--- config.mk ---
export PLATFORM = sky130hd
export DESIGN_NAME = tlb_op_ctrl
export DESIGN_NICKNAME = d
export VERILOG_FILES = /design/src/rtl/tlb_op_ctrl_pkg.sv /design/src/rtl/tlb_probe_cmp.sv /design/src/rtl/tlb_op_ctrl.sv
export SDC_FILE = /design/constraint.sdc
export NUM_CORES = 1
export LEC_CHECK = 0
export BUFFER_PORTS_ARGS = -buffer_cell sky130_fd_sc_hd__clkbuf_2
export CAP_MARGIN = 25
export CORE_AREA = 2 2 254 256
export CTS_CLUSTER_SIZE = 40
export DETAILED_ROUTE_END_ITERATION = 12
export DIE_AREA = 0 0 256 258
export PLACE_DENSITY = 0.4
export SLEW_MARGIN = 20
export SYNTH_ARGS = -nofsm -noshare
export SYNTH_HDL_FRONTEND = slang
export SYNTH_SLANG_ARGS = --single-unit
--- constraint.sdc ---
create_clock -name clk -period 2.6 [get_ports clk]
set_input_delay 0.52 -clock clk [delete_from_list [all_inputs] [get_ports clk]]
set_output_delay 0.52 -clock clk [all_outputs]
set_load 0.01 [all_outputs]
--- src/rtl/tlb_op_ctrl_pkg.sv ---
// Shared TLB definitions: entry layout, cp0 register views, op codes and
// sequencer state encodings used by the TLB op controller and its helpers.
package tlb_op_ctrl_pkg;

  localparam int NR_TLB_ENTRY = 32;

  typedef enum logic [1:0] {
    TLBP  = 2'd0,
    TLBR  = 2'd1,
    TLBWI = 2'd2,
    TLBWR = 2'd3
  } tlb_op_t;

  typedef struct packed {
    logic [18:0] vpn2;
    logic [4:0]  zero;
    logic [7:0]  asid;
  } cp0_entryhi_t;

  typedef struct packed {
    logic [5:0]  fill;
    logic [19:0] pfn;
    logic [2:0]  c;
    logic        d;
    logic        v;
    logic        g;
  } cp0_entrylo_t;

  typedef struct packed {
    logic                              p;
    logic [30-$clog2(NR_TLB_ENTRY):0]  zero;
    logic [$clog2(NR_TLB_ENTRY)-1:0]   index;
  } cp0_index_t;

  // One L2 TLB entry; a single G bit covers both halves of the pair.
  typedef struct packed {
    logic [18:0] vpn2;
    logic [7:0]  asid;
    logic        g;
    logic [19:0] pfn0;
    logic [2:0]  c0;
    logic        d0;
    logic        v0;
    logic [19:0] pfn1;
    logic [2:0]  c1;
    logic        d1;
    logic        v1;
  } tlb_entry_t;

  typedef logic [2:0] tlb_ctrl_state_t;

  localparam tlb_ctrl_state_t S_IDLE      = 3'd0;
  localparam tlb_ctrl_state_t S_PROBE     = 3'd1;
  localparam tlb_ctrl_state_t S_PROBE_FIN = 3'd2;
  localparam tlb_ctrl_state_t S_READ      = 3'd3;
  localparam tlb_ctrl_state_t S_READ_FIN  = 3'd4;
  localparam tlb_ctrl_state_t S_WRITE     = 3'd5;
  localparam tlb_ctrl_state_t S_FENCE     = 3'd6;
  localparam tlb_ctrl_state_t S_DONE      = 3'd7;

endpackage

--- src/rtl/tlb_probe_cmp.sv ---
// Combinational TLBP matcher for one group of entries: reports whether any
// way matches EntryHi and which way is the lowest-numbered match.
module tlb_probe_cmp
  import tlb_op_ctrl_pkg::*;
#(
  parameter int WAYS = 4,
  localparam int WW = $clog2(WAYS)
) (
  input  tlb_entry_t [WAYS-1:0] entries,
  input  logic [18:0]           vpn2,
  input  logic [7:0]            asid,
  output logic                  hit,
  output logic [WW-1:0]         way
);

  logic [WAYS-1:0] match;
  logic            unused_fields;

  // Only VPN2/ASID/G take part in matching; the PFN halves are don't-care here.
  assign unused_fields = ^entries;

  // A way matches on equal VPN2 and either a global entry or an equal ASID.
  always_comb begin
    match = '0;
    for (int w = 0; w < WAYS; w++) begin
      match[w] = (entries[w].vpn2 == vpn2) && (entries[w].g || (entries[w].asid == asid));
    end
  end

  // Scan from the top way down so the lowest matching way is the one left.
  always_comb begin
    hit = |match;
    way = '0;
    for (int w = WAYS - 1; w >= 0; w--) begin
      if (match[w]) way = WW'(w);
    end
  end

endmodule

--- src/rtl/tlb_op_ctrl.sv ---
// Multi-cycle sequencer for TLBP/TLBR/TLBWI/TLBWR. Accepts one op from the
// M stage, walks the L2 TLB array, returns Index/EntryHi/EntryLo updates to
// cp0, and fences the L1 micro-TLBs after every write.
module tlb_op_ctrl
  import tlb_op_ctrl_pkg::*;
#(
  parameter int NR_TLB_ENTRY = tlb_op_ctrl_pkg::NR_TLB_ENTRY,
  parameter int PROBE_WAYS   = 4,
  localparam int IW = $clog2(NR_TLB_ENTRY),
  localparam int GW = $clog2(NR_TLB_ENTRY / PROBE_WAYS)
) (
  input  logic                        clk,
  input  logic                        rst,
  input  logic                        op_valid,
  input  tlb_op_t                     op,
  output logic                        op_ready,
  output logic                        stall,
  output logic                        done,
  input  logic [IW-1:0]               cp0_index,
  input  logic [IW-1:0]               cp0_random,
  input  logic [31:0]                 cp0_entryhi,
  input  logic [31:0]                 cp0_entrylo0,
  input  logic [31:0]                 cp0_entrylo1,
  output logic [GW-1:0]               tlb_rd_grp,
  output logic                        tlb_rd_en,
  input  tlb_entry_t [PROBE_WAYS-1:0] tlb_rd_data,
  output logic                        tlb_we,
  output logic [IW-1:0]               tlb_waddr,
  output tlb_entry_t                  tlb_wdata,
  output logic                        index_we,
  output logic [31:0]                 index_wdata,
  output logic                        tlbr_we,
  output logic [31:0]                 entryhi_wdata,
  output logic [31:0]                 entrylo0_wdata,
  output logic [31:0]                 entrylo1_wdata,
  output logic                        fence_req,
  input  logic                        fence_ack
);

  localparam int WW = $clog2(PROBE_WAYS);
  localparam logic [GW-1:0] LAST_GRP = GW'((NR_TLB_ENTRY / PROBE_WAYS) - 1);

  tlb_ctrl_state_t state;
  tlb_op_t         op_q;
  tlb_entry_t      wr_entry_q;
  tlb_entry_t      rd_entry_q;
  logic [IW-1:0]   idx_q;
  logic [GW-1:0]   grp_cnt;
  logic [GW-1:0]   cmp_grp;
  logic            cmp_valid;
  logic            hit_found;
  logic [IW-1:0]   hit_idx;
  logic            probe_hit;
  logic [WW-1:0]   probe_way;

  cp0_entryhi_t    ehi_in;
  cp0_entrylo_t    lo0_in;
  cp0_entrylo_t    lo1_in;
  logic            unused_bits;

  assign ehi_in      = cp0_entryhi;
  assign lo0_in      = cp0_entrylo0;
  assign lo1_in      = cp0_entrylo1;
  assign unused_bits = ^{ehi_in.zero, lo0_in.fill, lo1_in.fill};

  tlb_probe_cmp #(.WAYS(PROBE_WAYS)) u_probe_cmp (
    .entries (tlb_rd_data),
    .vpn2    (wr_entry_q.vpn2),
    .asid    (wr_entry_q.asid),
    .hit     (probe_hit),
    .way     (probe_way)
  );

  // Sequencer: latch the op and its operands at accept, then step through the op.
  always_ff @(posedge clk) begin
    if (rst) begin
      state      <= S_IDLE;
      op_q       <= TLBP;
      wr_entry_q <= '0;
      rd_entry_q <= '0;
      idx_q      <= '0;
      grp_cnt    <= '0;
    end else begin
      case (state)
        S_IDLE: begin
          if (op_valid) begin
            op_q       <= op;
            idx_q      <= (op == TLBWR) ? cp0_random : cp0_index;
            grp_cnt    <= '0;
            wr_entry_q <= '{vpn2: ehi_in.vpn2, asid: ehi_in.asid, g: lo0_in.g & lo1_in.g,
                            pfn0: lo0_in.pfn, c0: lo0_in.c, d0: lo0_in.d, v0: lo0_in.v,
                            pfn1: lo1_in.pfn, c1: lo1_in.c, d1: lo1_in.d, v1: lo1_in.v};
            case (op)
              TLBP:    state <= S_PROBE;
              TLBR:    state <= S_READ;
              default: state <= S_WRITE;
            endcase
          end
        end
        S_PROBE: begin
          if (grp_cnt == LAST_GRP) state <= S_PROBE_FIN;
          else                     grp_cnt <= grp_cnt + 1'b1;
        end
        S_PROBE_FIN: state <= S_DONE;
        S_READ:      state <= S_READ_FIN;
        S_READ_FIN: begin
          rd_entry_q <= tlb_rd_data[idx_q[WW-1:0]];
          state      <= S_DONE;
        end
        S_WRITE: state <= S_FENCE;
        S_FENCE: if (fence_ack) state <= S_DONE;
        default: state <= S_IDLE;
      endcase
    end
  end

  // Probe accumulator: groups arrive in ascending order, so the first hit seen is the lowest index.
  always_ff @(posedge clk) begin
    if (rst) begin
      cmp_valid <= 1'b0;
      cmp_grp   <= '0;
      hit_found <= 1'b0;
      hit_idx   <= '0;
    end else begin
      cmp_valid <= (state == S_PROBE);
      cmp_grp   <= grp_cnt;
      if (state == S_IDLE) begin
        hit_found <= 1'b0;
        hit_idx   <= '0;
      end else if (cmp_valid && probe_hit && !hit_found) begin
        hit_found <= 1'b1;
        hit_idx   <= {cmp_grp, probe_way};
      end
    end
  end

  // Outputs decode from state; data buses are zero whenever their strobe is low.
  always_comb begin
    op_ready       = (state == S_IDLE);
    done           = (state == S_DONE);
    index_we       = done && (op_q == TLBP);
    tlbr_we        = done && (op_q == TLBR);
    tlb_rd_en      = (state == S_PROBE) || (state == S_READ);
    tlb_rd_grp     = '0;
    if (state == S_PROBE)     tlb_rd_grp = grp_cnt;
    else if (state == S_READ) tlb_rd_grp = idx_q[IW-1:WW];
    tlb_we         = (state == S_WRITE);
    tlb_waddr      = tlb_we ? idx_q : '0;
    tlb_wdata      = tlb_we ? wr_entry_q : '0;
    fence_req      = (state == S_FENCE);
    index_wdata    = '0;
    if (index_we) index_wdata = {~hit_found, {(31-IW){1'b0}}, hit_idx};
    entryhi_wdata  = '0;
    entrylo0_wdata = '0;
    entrylo1_wdata = '0;
    if (tlbr_we) begin
      entryhi_wdata  = {rd_entry_q.vpn2, 5'b0, rd_entry_q.asid};
      entrylo0_wdata = {6'b0, rd_entry_q.pfn0, rd_entry_q.c0, rd_entry_q.d0, rd_entry_q.v0, rd_entry_q.g};
      entrylo1_wdata = {6'b0, rd_entry_q.pfn1, rd_entry_q.c1, rd_entry_q.d1, rd_entry_q.v1, rd_entry_q.g};
    end
  end

  assign stall = op_valid & ~done;

endmodule
=== After elaboration in Yosys (flattened, before gate mapping) ===
Index checks and enable logic that the tools add are counted.

* Add/subtract/negate cells: 1
* Reduce and logical (&&, ||, !) cells: 24
* Muxes and demuxes: 23
* Equal/unequal tests: 23
* Bitwise operators: 4
* $lt $le $gt $ge: 1

{| class="wikitable"
|+ Operator list
! operator !! count
|-
| $bmux W78 S2 || 1
|-
| $mux W78 || 2
|-
| $eq A19 B19 Y1 || 4
|-
| $mux W32 || 2
|-
| $mux W26 || 2
|-
| $eq A8 B8 Y1 || 4
|-
| $mux W3 || 7
|-
| $pmux W3 S6 || 1
|-
| $eq A3 B3 Y1 const B || 5
|-
| $pmux W3 S2 || 2
|-
| $mux W5 || 2
|-
| $logic_and A1 B1 Y1 || 8
|-
| $mux W2 || 4
|-
| $eq A3 B2 Y1 const B || 2
|-
| $ne A2 B2 Y1 const B || 3
|-
| $reduce_and A3 Y1 || 2
|-
| $logic_or A1 B1 Y1 || 5
|-
| $eq A2 B1 Y1 const B || 2
|-
| $logic_not A2 Y1 || 2
|-
| $reduce_or A2 Y1 || 2
|-
| $reduce_or A4 Y1 || 1
|-
| $add A3 B1 Y3 const B || 1
|-
| $eq A3 B1 Y1 const B || 1
|-
| $logic_not A3 Y1 || 1
|-
| other kinds (8) || 10
|}

* Bits in registers: 179
* Word-level logic and storage cells: 106
* Input port bits: 424
* Output and inout bits: 222

=== Logic depth before layout (Yosys ltp) ===
Gate-level depths: netlist (run 1).

* Word-level depth: 7
* Depth in mapped cells: 7
* Gate-level depth less buffers: 6

=== Cells and area by module ===
Synthesis (run 1) repeated with hierarchy kept, for this count alone.

* Cells, all modules: 1113
* Area, all modules: 10720.3 um2

{| class="wikitable"
|+ Modules (own cells, without submodules)
! module !! cells an instance !! instances !! seq. area each (um2) !! area an instance (um2)
|-
| tlb_op_ctrl || 959 || 1 || 3583.4 || 9492.9
|-
| tlb_probe_cmp || 154 || 1 || 0.0 || 1227.4
|}

=== Worst setup path before layout (run 1) ===
OpenSTA, ideal clock, no wires.

* Path kind: reg-to-output
* From: register state[0]
* To: output port entryhi_wdata[13]
* Slack: 0.487 ns
* Data arrival time: 1.593 ns
* Buffers on the path: 3
* Required time: 2.080 ns
* Cell stages (with the launch flop): 7
* Path through: dfxtp_1 -> buf_2 -> nand3_1 -> nor3b_2 -> clkbuf_1 -> clkbuf_1 -> and2_1

* Cells in the longest elaborated chain, start to end: 3

{| class="wikitable"
|+ RTL lines
! what !! RTL line !! RTL
|-
| start, declared || tlb_op_ctrl.sv:43 || <nowiki>tlb_ctrl_state_t state;</nowiki>
|-
| start signal, assigned || tlb_op_ctrl.sv:77 || <nowiki>state <= S_IDLE;</nowiki>
|-
| start signal, assigned || tlb_op_ctrl.sv:94 || <nowiki>TLBP: state <= S_PROBE;</nowiki>
|-
| start signal, assigned || tlb_op_ctrl.sv:95 || <nowiki>TLBR: state <= S_READ;</nowiki>
|-
| $eq A3 B3 Y1 || tlb_op_ctrl.sv:140 || <nowiki>done = (state == S_DONE);</nowiki>
|-
| $logic_and A1 B1 Y1 || tlb_op_ctrl.sv:142 || <nowiki>tlbr_we = done && (op_q == TLBR);</nowiki>
|-
| $mux W32 || tlb_op_ctrl.sv:156 || <nowiki>if (tlbr_we) begin</nowiki>
|-
| end, declared || tlb_op_ctrl.sv:33 || <nowiki>output logic [31:0] entryhi_wdata,</nowiki>
|}

Every way passes these cells.

==> flow_metrics.py, run 1 <==
metrics = {
    "finish": {
        "layout.nets": 2270,
        "n_antenna_cell": 0,
        "fill_cells": 7105,
        "utilization_pct": 24.6,
        "area_growth_pct": 41.7,
        "drive_gt1_share_pct": 41.6,
        "multiInputGateArea_um2": 6780,
        "regArea_um2": 3600,
    },
    "synthesis": {
        "avgSynthCellArea_um2": 8.48,
        "synth_top_family_by_area": "simple AND/OR/NAND/NOR gates",
        "synthCells": 1304,
        "synth_cell_types": 36,
        "ys_ff_latch": 179,
        "yosysMostFrequentCell": "nand2_1",
        "synth_edf_count": 0,
        "async_reset_ff_share_pct": 0,
        "synth_fa_ha_area_share_pct": 0.226,
        "synth-xor-area-share_pct": 8.55,
        "ys_seq_area_share_pct": 32.4,
        "synth_area_leaders": "dfxtp_1 (32%), mux4_2 (16%), nand2_1 (11%)",
        "synth_top_cell_area_share_pct": 32.4,
        "dominantRegCellSynth": "dfxtp_1",
        "synth_commonest_cells": "nand2_1 (335), dfxtp_1 (179), and2_1 (168)",
        "synth_warnings": 0,
        "synth_compound_area_share_pct": 8.33,
        "synth_area_um2": 11100,
        "synth_top_cell_by_area": "dfxtp_1",
        "synth-simple-area-share_pct": 25.8,
        "synthMuxAreaShare_pct": 16.5,
    },
    "route": {
        "drt_pre_antenna_iters": 5,
        "drt_iter0_drc": 543,
        "drc": 0,
        "via_per_inst": 4.16,
        "wl_per_cell_um": 19.0,
        "antenna_left": 0,
        "vias": 11282,
        "drt-total-wl_um": 51600,
    },
    "placed_design": {
        "place_congestion": 0.859,
        "dpl_worst_slack_ns": 0.198,
        "io_buffers": 585,
        "hpwl_um": 40400,
    },
    "die": {
        "die-width_um": 256,
        "start_util_pct": 17.4,
        "rows": 93,
        "dieArea_um2": 66000,
        "die_h_um": 258,
        "ios": 646,
        "core_um2": 63600,
    },
    "run": {
        "max_cap_viol_count": 0,
    },
    "power_and_ir_drop": {
        "clock_power_share_pct": 32.5,
        "switchingPower_mw": 2.89,
        "power.internal_mw": 5.57,
        "power_switching_share_pct": 34.1,
        "p_leak_nw": 7.03,
        "pwr_density_cell_nw_per_um2": 540,
        "comb_power_share_pct": 29.2,
        "irDropWorstVdd_uv": 523,
        "seqPwrFrac_pct": 38.3,
    },
    "critical_path": {
        "crit-reg2reg-launch": "wr_entry_q[51]$_SDFFE_PP0P_",
        "reg2reg_depth": 8,
        "crit_path_start_kind": "flip-flop",
        "cp_cell_sequence": "buf_6 > inv_1 > nor3_4 > buf_4 > buf_12 > and2_1 > clkbuf_2",
        "r2r_end": "hit_idx[0]$_SDFFE_PP0P_",
        "required_ns": 2.08,
        "worst_path_largest_cell_delay_ns": 0.35,
        "critPathSlowestCell": "dfxtp_2",
        "cp_max_fo": 22,
        "critical_path_class": "flip-flop to output port",
        "arrival_ns": 1.96,
        "crit_path_end_kind": "output port",
        "r2r_slack_ns": 0.20,
    },
    "global_route": {
        "grt_pass1_vias": 11447,
        "grt_max_degree": 81,
        "antenna_found_initial": 2,
        "grt_pass1_wl_um": 73700,
        "grtUsageTotal_pct": 15.0,
        "overflow": 0,
    },
    "cts": {
        "clk_pin_slew_ns": 0.08,
        "cts_tree": "done",
        "clockRootBuffer": "clkbuf_16",
        "max-clock-path-buffers": 2,
        "h-tree-depth": 4,
        "cts_sinks": 179,
        "cts_buffers": 17,
        "clock_latency_ns": 0.49,
    },
    "sta": {
        "finalCritPeriodShare_pct": 95.2,
        "report.final.slew_viol_count": 0,
        "fin_worst_skew_ns": 0.0146,
        "setup_slack_ns": 0.124,
        "worstMarginPinSlew_ns": 0.665,
        "period_minus_slack_ns": 2.48,
        "setup_violations": 0,
        "finalHoldViolCount": 0,
        "fmax_mhz": 404,
        "relSlewSlack_pct": 55.7,
    },
    "status": {
        "status": "complete, no violations",
    },
    "min_path": {
        "hold_end": "wr_entry_q[29]$_SDFFE_PP0P_",
        "holdPathStages": 3,
        "min_from": "cp0_entrylo0[5]",
        "hold_class": "primary input to flip-flop",
    },
}
[per-layer routing]
layer,global-route usage [%],share of wire [%],vias to the layer above
li1,-,-,5351
met1,18.7,43,5464
met2,24.2,48,403
met3,4.64,6.8,60
met4,5.54,2.3,4
met5,0,0.043,-
[power by group through the flow]
| stage | logic (mW) | clock network, mW | registers (mW) |
|---|---|---|---|
| after floorplan | 1.60 | 0 | 3.15 |
| after global placement | 2.47 | 0 | 3.29 |
| after detailed placement | 2.48 | 0 | 3.30 |
| after CTS | 2.49 | 2.90 | 3.24 |
| after global routing | 2.73 | 2.99 | 3.28 |
| final | 2.47 | 2.75 | 3.24 |
[layout make-up]
class | instances | area share, %
Timing Repair Buffer | 643 | 23.1
Clock inverter | 13 | 0.838
Multi-Input combinational cell | 998 | 43.2
Clock buffer | 19 | 2.96
Tap cell | 855 | 6.83
Sequential cell | 179 | 22.9
Inverter | 5 | 0.120
[kinds of logic after synthesis]
| group | Yosys count |
|---|---|
| buffers and inverters | 169 |
| adder cells (fa/ha/maj) | 2 |
| other | 1 |
| XOR/XNOR | 108 |
| multiplexers | 85 |
| AO/OA/AOI/OAI | 176 |
| AND/OR/NAND/NOR | 584 |
| flip-flops | 179 |
[registers in the layout (all words and copies together), names as in the netlist, 2 cells and up]
name and cells:
cmp_grp 3, grp_cnt 3, hit_idx 5, idx_q 5
op_q 2, rd_entry_q 78, state 3, wr_entry_q 78
[stage by stage]
stage	power [mW]	hold slack, ns	cell area [um2]	instances	TNS, ns
floorplan	4.75	0.420	11200	1346	0
global placement	5.76	0.437	14900	2673	0
detailed placement	5.78	0.441	14900	2673	0
CTS	8.63	0.194	15600	2706	0
global route	8.99	0.211	15700	2712	-0.0284
finish	8.46	0.241	15700	2712	0
[repair_timing]
| item | 4_1_cts | 5_1_grt |
|---|---|---|
| buffers inserted | 1 | 3 |
| hold buffers | 0 | 0 |
| pin swaps | 0 | 1 |
| setup endpoints to repair | 150 | 77 |
| gates resized for setup | 6 | 9 |
| cloned | 0 | 3 |
[critical path: cells and delay by family, from the launching register on]
kind          cells  cell delay, ns
flops             1            0.35
simple gates      2            0.40
buf+inv           5            0.71
[worst max path at each step]
stage	slack (ns)	depth (start not counted)	from	endpoint
finish	0.12	7	state[0]$_SDFFE_PP0P_	tlb_wdata[59]
floorplan	0.49	6	state[0]$_SDFFE_PP0P_	entryhi_wdata[13]
global route	-0.008	7	state[0]$_SDFFE_PP0P_	tlb_waddr[4]
CTS	0.001	6	state[0]$_SDFFE_PP0P_	tlb_wdata[77]
global placement	0.13	8	tlb_rd_data[208]	hit_idx[0]$_SDFFE_PP0P_
detailed placement	0.20	8	tlb_rd_data[207]	hit_idx[2]$_SDFFE_PP0P_
[cells in the final DEF, fill, tap and decap left out, drive strengths merged]
master	netlist	routed
a21boi	1	1
a21oi	162	162
a221oi	1	1
a22oi	2	2
a311oi	6	6
and2	168	168
and3	1	1
buf	94	57
bufinv	0	1
clkbuf	70	605
clkinv	0	2
clkinvlp	0	1
conb	1	43
dfxtp	179	179
ha	2	2
inv	5	14
mux2i	7	7
mux4	78	78
nand2	335	335
nand2b	2	2
nand3	10	10
nand4	5	5
nor2	16	16
nor2b	4	4
nor3	11	11
nor3b	1	1
nor4	30	30
o21a	1	1
o21ai	2	2
o31a	1	1
or3	1	1
xnor2	18	18
xor2	90	90
Note: power is estimated with default switching activity, not from simulation.
==> run 2, diff against run 1 <==
Settings changed: PLACE_DENSITY 0.4 to 0.39, SYNTH_HIERARCHICAL from default to 1.
==> flow_metrics.py, run 2 <==
metrics = {
    "status": {
        "status": "complete, no violations",
    },
    "synthesis": {
        "synth_area_um2": 10700,
        "synth_top_cell_by_area": "dfxtp_1",
        "synth_cell_types": 47,
        "synth_top_cell_area_share_pct": 33.4,
        "synth_warnings": 6,
        "synth_edf_count": 0,
        "synth_area_leaders": "dfxtp_1 (33%), mux4_2 (16%), and2_1 (9.7%)",
        "dominantRegCellSynth": "dfxtp_1",
        "ys_seq_area_share_pct": 33.4,
        "synth_commonest_cells": "dfxtp_1 (179), nand2_1 (168), and2_1 (166)",
        "async_reset_ff_share_pct": 0,
        "synthCells": 1113,
        "avgSynthCellArea_um2": 9.63,
        "yosysMostFrequentCell": "dfxtp_1",
        "ys_ff_latch": 179,
    },
    "critical_path": {
        "critPathSlowestCell": "dfxtp_2",
        "arrival_ns": 1.95,
        "startpoint": "state[1]$_SDFFE_PP0P_",
        "crit_path_end_kind": "output port",
        "worst_path_largest_cell_delay_ns": 0.37,
        "required_ns": 2.08,
        "crit-reg2reg-launch": "wr_entry_q[54]$_SDFFE_PP0P_",
        "critical_path_class": "flip-flop to output port",
        "cp_max_fo": 20,
        "cp_cell_sequence": "nand3_4 > nor3b_4 > buf_12 > buf_16 > and2_1 > clkbuf_2",
        "crit_path_start_kind": "flip-flop",
    },
    "finish": {
        "drive_gt1_share_pct": 47.4,
        "area_growth_pct": 45.9,
        "reg_top3": "rd_entry_q x78, wr_entry_q x78",
        "final_common_cell": "clkbuf_2",
        "utilization_pct": 24.6,
        "fill_cells": 7052,
        "final_area_um2": 15600,
        "final_cell_mix": "clkbuf_2 (584), dfxtp_1 (170), nand2_1 (167)",
        "layout.nets": 2131,
    },
    "die": {
        "rows": 93,
        "core_um2": 63600,
        "start_util_pct": 16.8,
        "die-width_um": 256,
        "ios": 646,
        "die_h_um": 258,
        "dieArea_um2": 66000,
    },
    "cts": {
        "cts_buffers": 17,
        "max-clock-path-buffers": 2,
        "ctsHoldBuffers": 0,
        "cts_sinks": 179,
        "clockRootBuffer": "clkbuf_16",
        "cts_tree": "done",
        "clk_pin_slew_ns": 0.08,
        "h-tree-depth": 4,
        "clock_latency_ns": 0.50,
    },
    "placed_design": {
        "placed_cell_area_um2": 14800,
        "place_congestion": 0.895,
        "hpwl_um": 40300,
        "io_buffers": 585,
    },
    "route": {
        "antenna_left": 0,
        "drt_pre_antenna_iters": 5,
        "drc": 0,
        "wl_per_cell_um": 20.1,
        "highest_layer": "met5",
        "vias": 10643,
        "via_per_inst": 4.13,
        "wl_met1_um": 22300,
        "drt-total-wl_um": 51700,
        "drt_iter0_drc": 529,
        "dr_wl_met2_um": 25000,
        "wl_met3_um": 3180,
    },
    "run": {
        "max_cap_viol_count": 0,
    },
    "global_route": {
        "grt_max_degree": 79,
        "overflow": 0,
        "antenna_found_initial": 6,
        "grt_pass1_vias": 10951,
        "grtUsageTotal_pct": 15.2,
        "grt_pass1_wl_um": 73700,
    },
    "min_path": {
        "min_from": "cp0_entrylo1[16]",
        "hold_class": "primary input to flip-flop",
    },
    "sta": {
        "relSlewSlack_pct": 53.9,
        "period_minus_slack_ns": 2.47,
        "finalCritPeriodShare_pct": 94.9,
        "worstMarginPinSlew_ns": 0.692,
        "fin_worst_skew_ns": 0.0207,
        "rsz0062_at_grt": "false",
        "report.final.slew_viol_count": 0,
        "finalHoldViolCount": 0,
        "setup_violations": 0,
        "fmax_mhz": 405,
    },
    "power_and_ir_drop": {
        "irDropWorstVdd_uv": 506,
        "p_leak_nw": 7.22,
        "power_mw": 8.29,
        "pwr_density_cell_nw_per_um2": 530,
    },
}
==> run 2: final timing paths <==
kind | slack (ns) | endpoint | cells after the start
setup / recovery | 0.13 | entrylo0_wdata[4] | 6
hold / removal | 0.23 | wr_entry_q[15]$_SDFFE_PP0P_ | 3
setup reg to reg | 0.20 | hit_idx[4]$_SDFFE_PP0P_ | 12
hold reg to reg | 0.45 | wr_entry_q[6]$_SDFFE_PP0P_ | 2
==> run 2: final cells by class <==
| type | instances | area (um2) | area share [%] |
|---|---|---|---|
| Inverter | 5 | 18.8 | 0.120 |
| Clock buffer | 17 | 425 | 2.72 |
| Sequential cell | 179 | 3600 | 23.0 |
| Antenna cell | 3 | 7.51 | 0.0480 |
| Tap cell | 855 | 1070 | 6.84 |
| Timing Repair Buffer | 663 | 3750 | 24.0 |
| Multi-Input combinational cell | 839 | 6570 | 42.0 |
| Clock inverter | 15 | 200 | 1.28 |
==> run 2: timing repair <==
action	4_1_cts	5_1_grt
endpoints found under the setup margin	65	65
pin swaps	3	1
setup buffers	1	0
resized for setup	16	17
gates cloned	2	1
==> run 2: critical path, delay by kind of cell (launching register included) <==
family / cells / cell delay [ns]
flip-flops: 1 / 0.37
AND/OR/NAND/NOR: 3 / 0.55
buffers and inverters: 3 / 0.51
==> run 2: cells by family (layout without fill, tap and decap cells) <==
logic type,Yosys count,count (layout),synth area share [%]
AND/OR/NAND/NOR,421,421,20.7
AO/OA/AOI/OAI,179,179,11.8
flip-flops,179,179,33.4
buffers and inverters,137,700,7.77
XOR/XNOR,108,108,8.82
multiplexers,86,86,17.1
adder cells (fa/ha/maj),2,2,0.233
other,1,46,0.0350
==> run 2: where the power goes <==
part	internal, mW	total [mW]	switching, mW
clock	1.62	2.92	1.30
combinational	1.06	2.16	1.10
sequential	2.98	3.20	0.224
==> run 2: layer usage <==
layer | vias to the layer above | GRT usage (%)
met3 | 53 | 3.86
met2 | 436 | 25.1
met1 | 5136 | 19.0
li1 | 5016 | -
met5 | - | 0
met4 | 2 | 5.91
==> run 2: metrics by stage <==
step / instances / hold WS [ns] / setup TNS (ns) / setup slack (ns)
2_1_floorplan: 1155 / 0.427 / 0 / 0.468
6_report: 2576 / 0.234 / 0 / 0.133
3_5_place_dp: 2537 / 0.443 / -1.47 / -0.308
5_1_grt: 2576 / 0.211 / 0 / 0.0141
4_1_cts: 2572 / 0.178 / -0.478 / -0.0326
3_3_place_gp: 2537 / 0.435 / -0.991 / -0.203
==> run 3, diff against run 2 <==
--- a/config.mk
+++ b/config.mk
@@ -9,7 +9,7 @@
 export CAP_MARGIN = 25
-export CORE_AREA = 2 2 254 256
+export CORE_AREA = 2 2 251 253
 export CTS_CLUSTER_SIZE = 40
 export DETAILED_ROUTE_END_ITERATION = 12
-export DIE_AREA = 0 0 256 258
-export PLACE_DENSITY = 0.39
+export DIE_AREA = 0 0 253 255
+export PLACE_DENSITY = 0.41
 export SLEW_MARGIN = 20
@@ -17,3 +17,2 @@
 export SYNTH_HDL_FRONTEND = slang
-export SYNTH_HIERARCHICAL = 1
 export SYNTH_SLANG_ARGS = --single-unit
==> constraint.sdc (replaced) <==
create_clock -name clk -period 2.6 [get_ports clk]
set_input_delay 0 -clock clk [delete_from_list [all_inputs] [get_ports clk]]
set_output_delay 0 -clock clk [all_outputs]
set_load 0.01 [all_outputs]
==> flow_metrics.py, run 3 (same netlist as run 1, synthesis figures left out) <==
metrics = {
    "finish": {
        "drive_gt1_share_pct": 35.5,
        "final_common_cell": "clkbuf_2",
        "final_cell_mix": "clkbuf_2 (584), nand2_1 (333), dlygate4sd3_1 (241)",
        "final_cells": 2866,
        "layout.nets": 2475,
        "area_growth_pct": 59.7,
        "reg_top3": "rd_entry_q x78, wr_entry_q x78",
        "final_area_um2": 17700,
    },
    "cts": {
        "h-tree-depth": 4,
        "clock_latency_ns": 0.49,
        "cts_tree": "done",
        "cts_buffers": 17,
        "clockRootBuffer": "clkbuf_16",
        "clk_pin_slew_ns": 0.07,
        "max-clock-path-buffers": 2,
        "post-cts-setup-buffer-count": 0,
        "cts_sinks": 179,
    },
    "die": {
        "dieArea_um2": 64500,
        "die-width_um": 253,
        "start_util_pct": 17.8,
        "ios": 646,
        "core_um2": 62200,
        "rows": 92,
        "die_h_um": 255,
    },
    "route": {
        "via_per_inst": 4.24,
        "wl_per_cell_um": 19.0,
        "drt-total-wl_um": 54300,
        "drc": 0,
        "antenna_left": 0,
        "vias": 12159,
        "drt_iter0_drc": 635,
        "drt_pre_antenna_iters": 6,
    },
    "power_and_ir_drop": {
        "comb_power_share_pct": 32.0,
        "power_switching_share_pct": 32.9,
        "p_leak_nw": 7.88,
        "switchingPower_mw": 2.95,
        "irDropWorstVdd_uv": 494,
        "clock_power_share_pct": 31.4,
        "pwr_density_cell_nw_per_um2": 507,
        "power.internal_mw": 6.01,
        "seqPwrFrac_pct": 36.6,
    },
    "sta": {
        "setup_violations": 0,
        "rsz0062_at_grt": "false",
        "finalHoldViolCount": 0,
        "period_minus_slack_ns": 2.46,
        "fmax_mhz": 407,
        "finalCritPeriodShare_pct": 94.5,
        "report.final.slew_viol_count": 0,
        "fin_worst_skew_ns": 0.0151,
        "setup-tns-final_ns": 0,
        "relSlewSlack_pct": 48.6,
        "worstMarginPinSlew_ns": 0.769,
    },
    "placed_design": {
        "place_congestion": 0.859,
        "io_buffers": 585,
        "hpwl_um": 41700,
        "placed_cell_area_um2": 14600,
        "dp_cells": 2588,
    },
    "global_route": {
        "grt_max_degree": 93,
        "grtUsageTotal_pct": 16.1,
        "antenna_found_initial": 7,
        "grt_pass1_vias": 12138,
        "grt_pass1_wl_um": 76500,
        "overflow": 0,
    },
    "critical_path": {
        "worst_path_largest_cell_delay_ns": 0.56,
        "cp_cell_sequence": "nor3_2 > and2_4 > buf_12 > buf_4 > nand2_1 > a21oi_1 > dlygate4sd3_1",
        "cp_max_fo": 25,
        "crit_path_end_kind": "flip-flop",
        "arrival_ns": 2.88,
        "required_ns": 3.03,
        "startpoint": "state[2]$_SDFFE_PP0P_",
        "crit_path_start_kind": "flip-flop",
        "crit-reg2reg-launch": "state[2]$_SDFFE_PP0P_",
        "critPathSlowestCell": "dlygate4sd3_1",
        "critical_path_class": "flip-flop to flip-flop",
    },
    "status": {
        "status": "complete, no violations",
    },
    "min_path": {
        "hold_class": "primary input to flip-flop",
        "min_from": "tlb_rd_data[103]",
    },
    "run": {
        "max_cap_viol_count": 0,
    },
}
-- run 3: changes by cell type in the layout (fill, tap and decap cells not counted), sizes merged, moves of 3 or more --
cell / change
nand3: -4
nor4: +5
clkbuf: +3
a21oi: +73
a22o: -78
nand2: +167
buf: -55
xnor2: +6
xor2: -6
nor4b: -3
nor3: +3
dlygate4sd3: +241
-- run 3: worst paths after layout --
check / endpoint / slack [ns] / cells after the start
hold / removal: rd_entry_q[25]$_SDFFE_PP0P_ / 0.04 / 4
setup reg to reg: wr_entry_q[15]$_SDFFE_PP0P_ / 0.14 / 7
hold reg to reg: hit_idx[4]$_SDFFE_PP0P_ / 0.44 / 2
setup / recovery: wr_entry_q[15]$_SDFFE_PP0P_ / 0.14 / 7
-- run 3: cell type report --
type | instances | area (um2)
tap | 799 | 1000
fill | 6831 | 44500
clock inverter | 11 | 139
clock buffer | 21 | 472
inverter | 5 | 18.8
multi-input combinational | 998 | 6770
antenna | 5 | 12.5
timing repair buffer | 848 | 5650
sequential | 179 | 3590
-- run 3: worst max-delay path, delay by kind of cell (launching register included) --
kind / cells / cell delay, ns
compound gates: 1 / 0.13
buf+inv: 3 / 0.97
flops: 1 / 0.40
simple gates: 3 / 0.88
-- run 3: power by group through the flow --
| stage | sequential, mW | combinational [mW] | clock [mW] |
|---|---|---|---|
| final | 3.28 | 2.86 | 2.82 |
| after global routing | 3.32 | 3.12 | 3.03 |
| after CTS | 3.28 | 2.90 | 2.97 |
| after detailed placement | 3.34 | 2.39 | 0 |
| after global placement | 3.33 | 2.37 | 0 |
| after floorplan | 3.15 | 1.60 | 0 |
-- run 3: what timing repair did --
item,in CTS,in global routing
gates resized for setup,0,2
hold buffers,241,0
setup endpoints to repair,0,20
endpoints found under the hold margin,156,0
-- run 3: stage by stage --
| step | setup WS [ns] | power [mW] | hold slack, ns | util [%] |
|---|---|---|---|---|
| finish | 0.142 | 8.96 | 0.0371 | 28.4 |
| global route | 0.00282 | 9.47 | 0.0338 | 28.4 |
| CTS | 0.0642 | 9.15 | 0.000530 | 28.4 |
| detailed placement | 0.362 | 5.74 | 0.228 | 23.5 |
| global placement | 0.390 | 5.70 | 0.223 | 23.5 |
| floorplan | 0.909 | 4.75 | 0.136 | - |
-- run 3: per-layer routing --
metal  track usage, %  share of wire (%)  wire (um)
met4             5.58                2.0       1110
met2             25.3                 47      25300
met5                0              0.015          8
met3             4.18                6.9       3760
met1             21.4                 44      24200
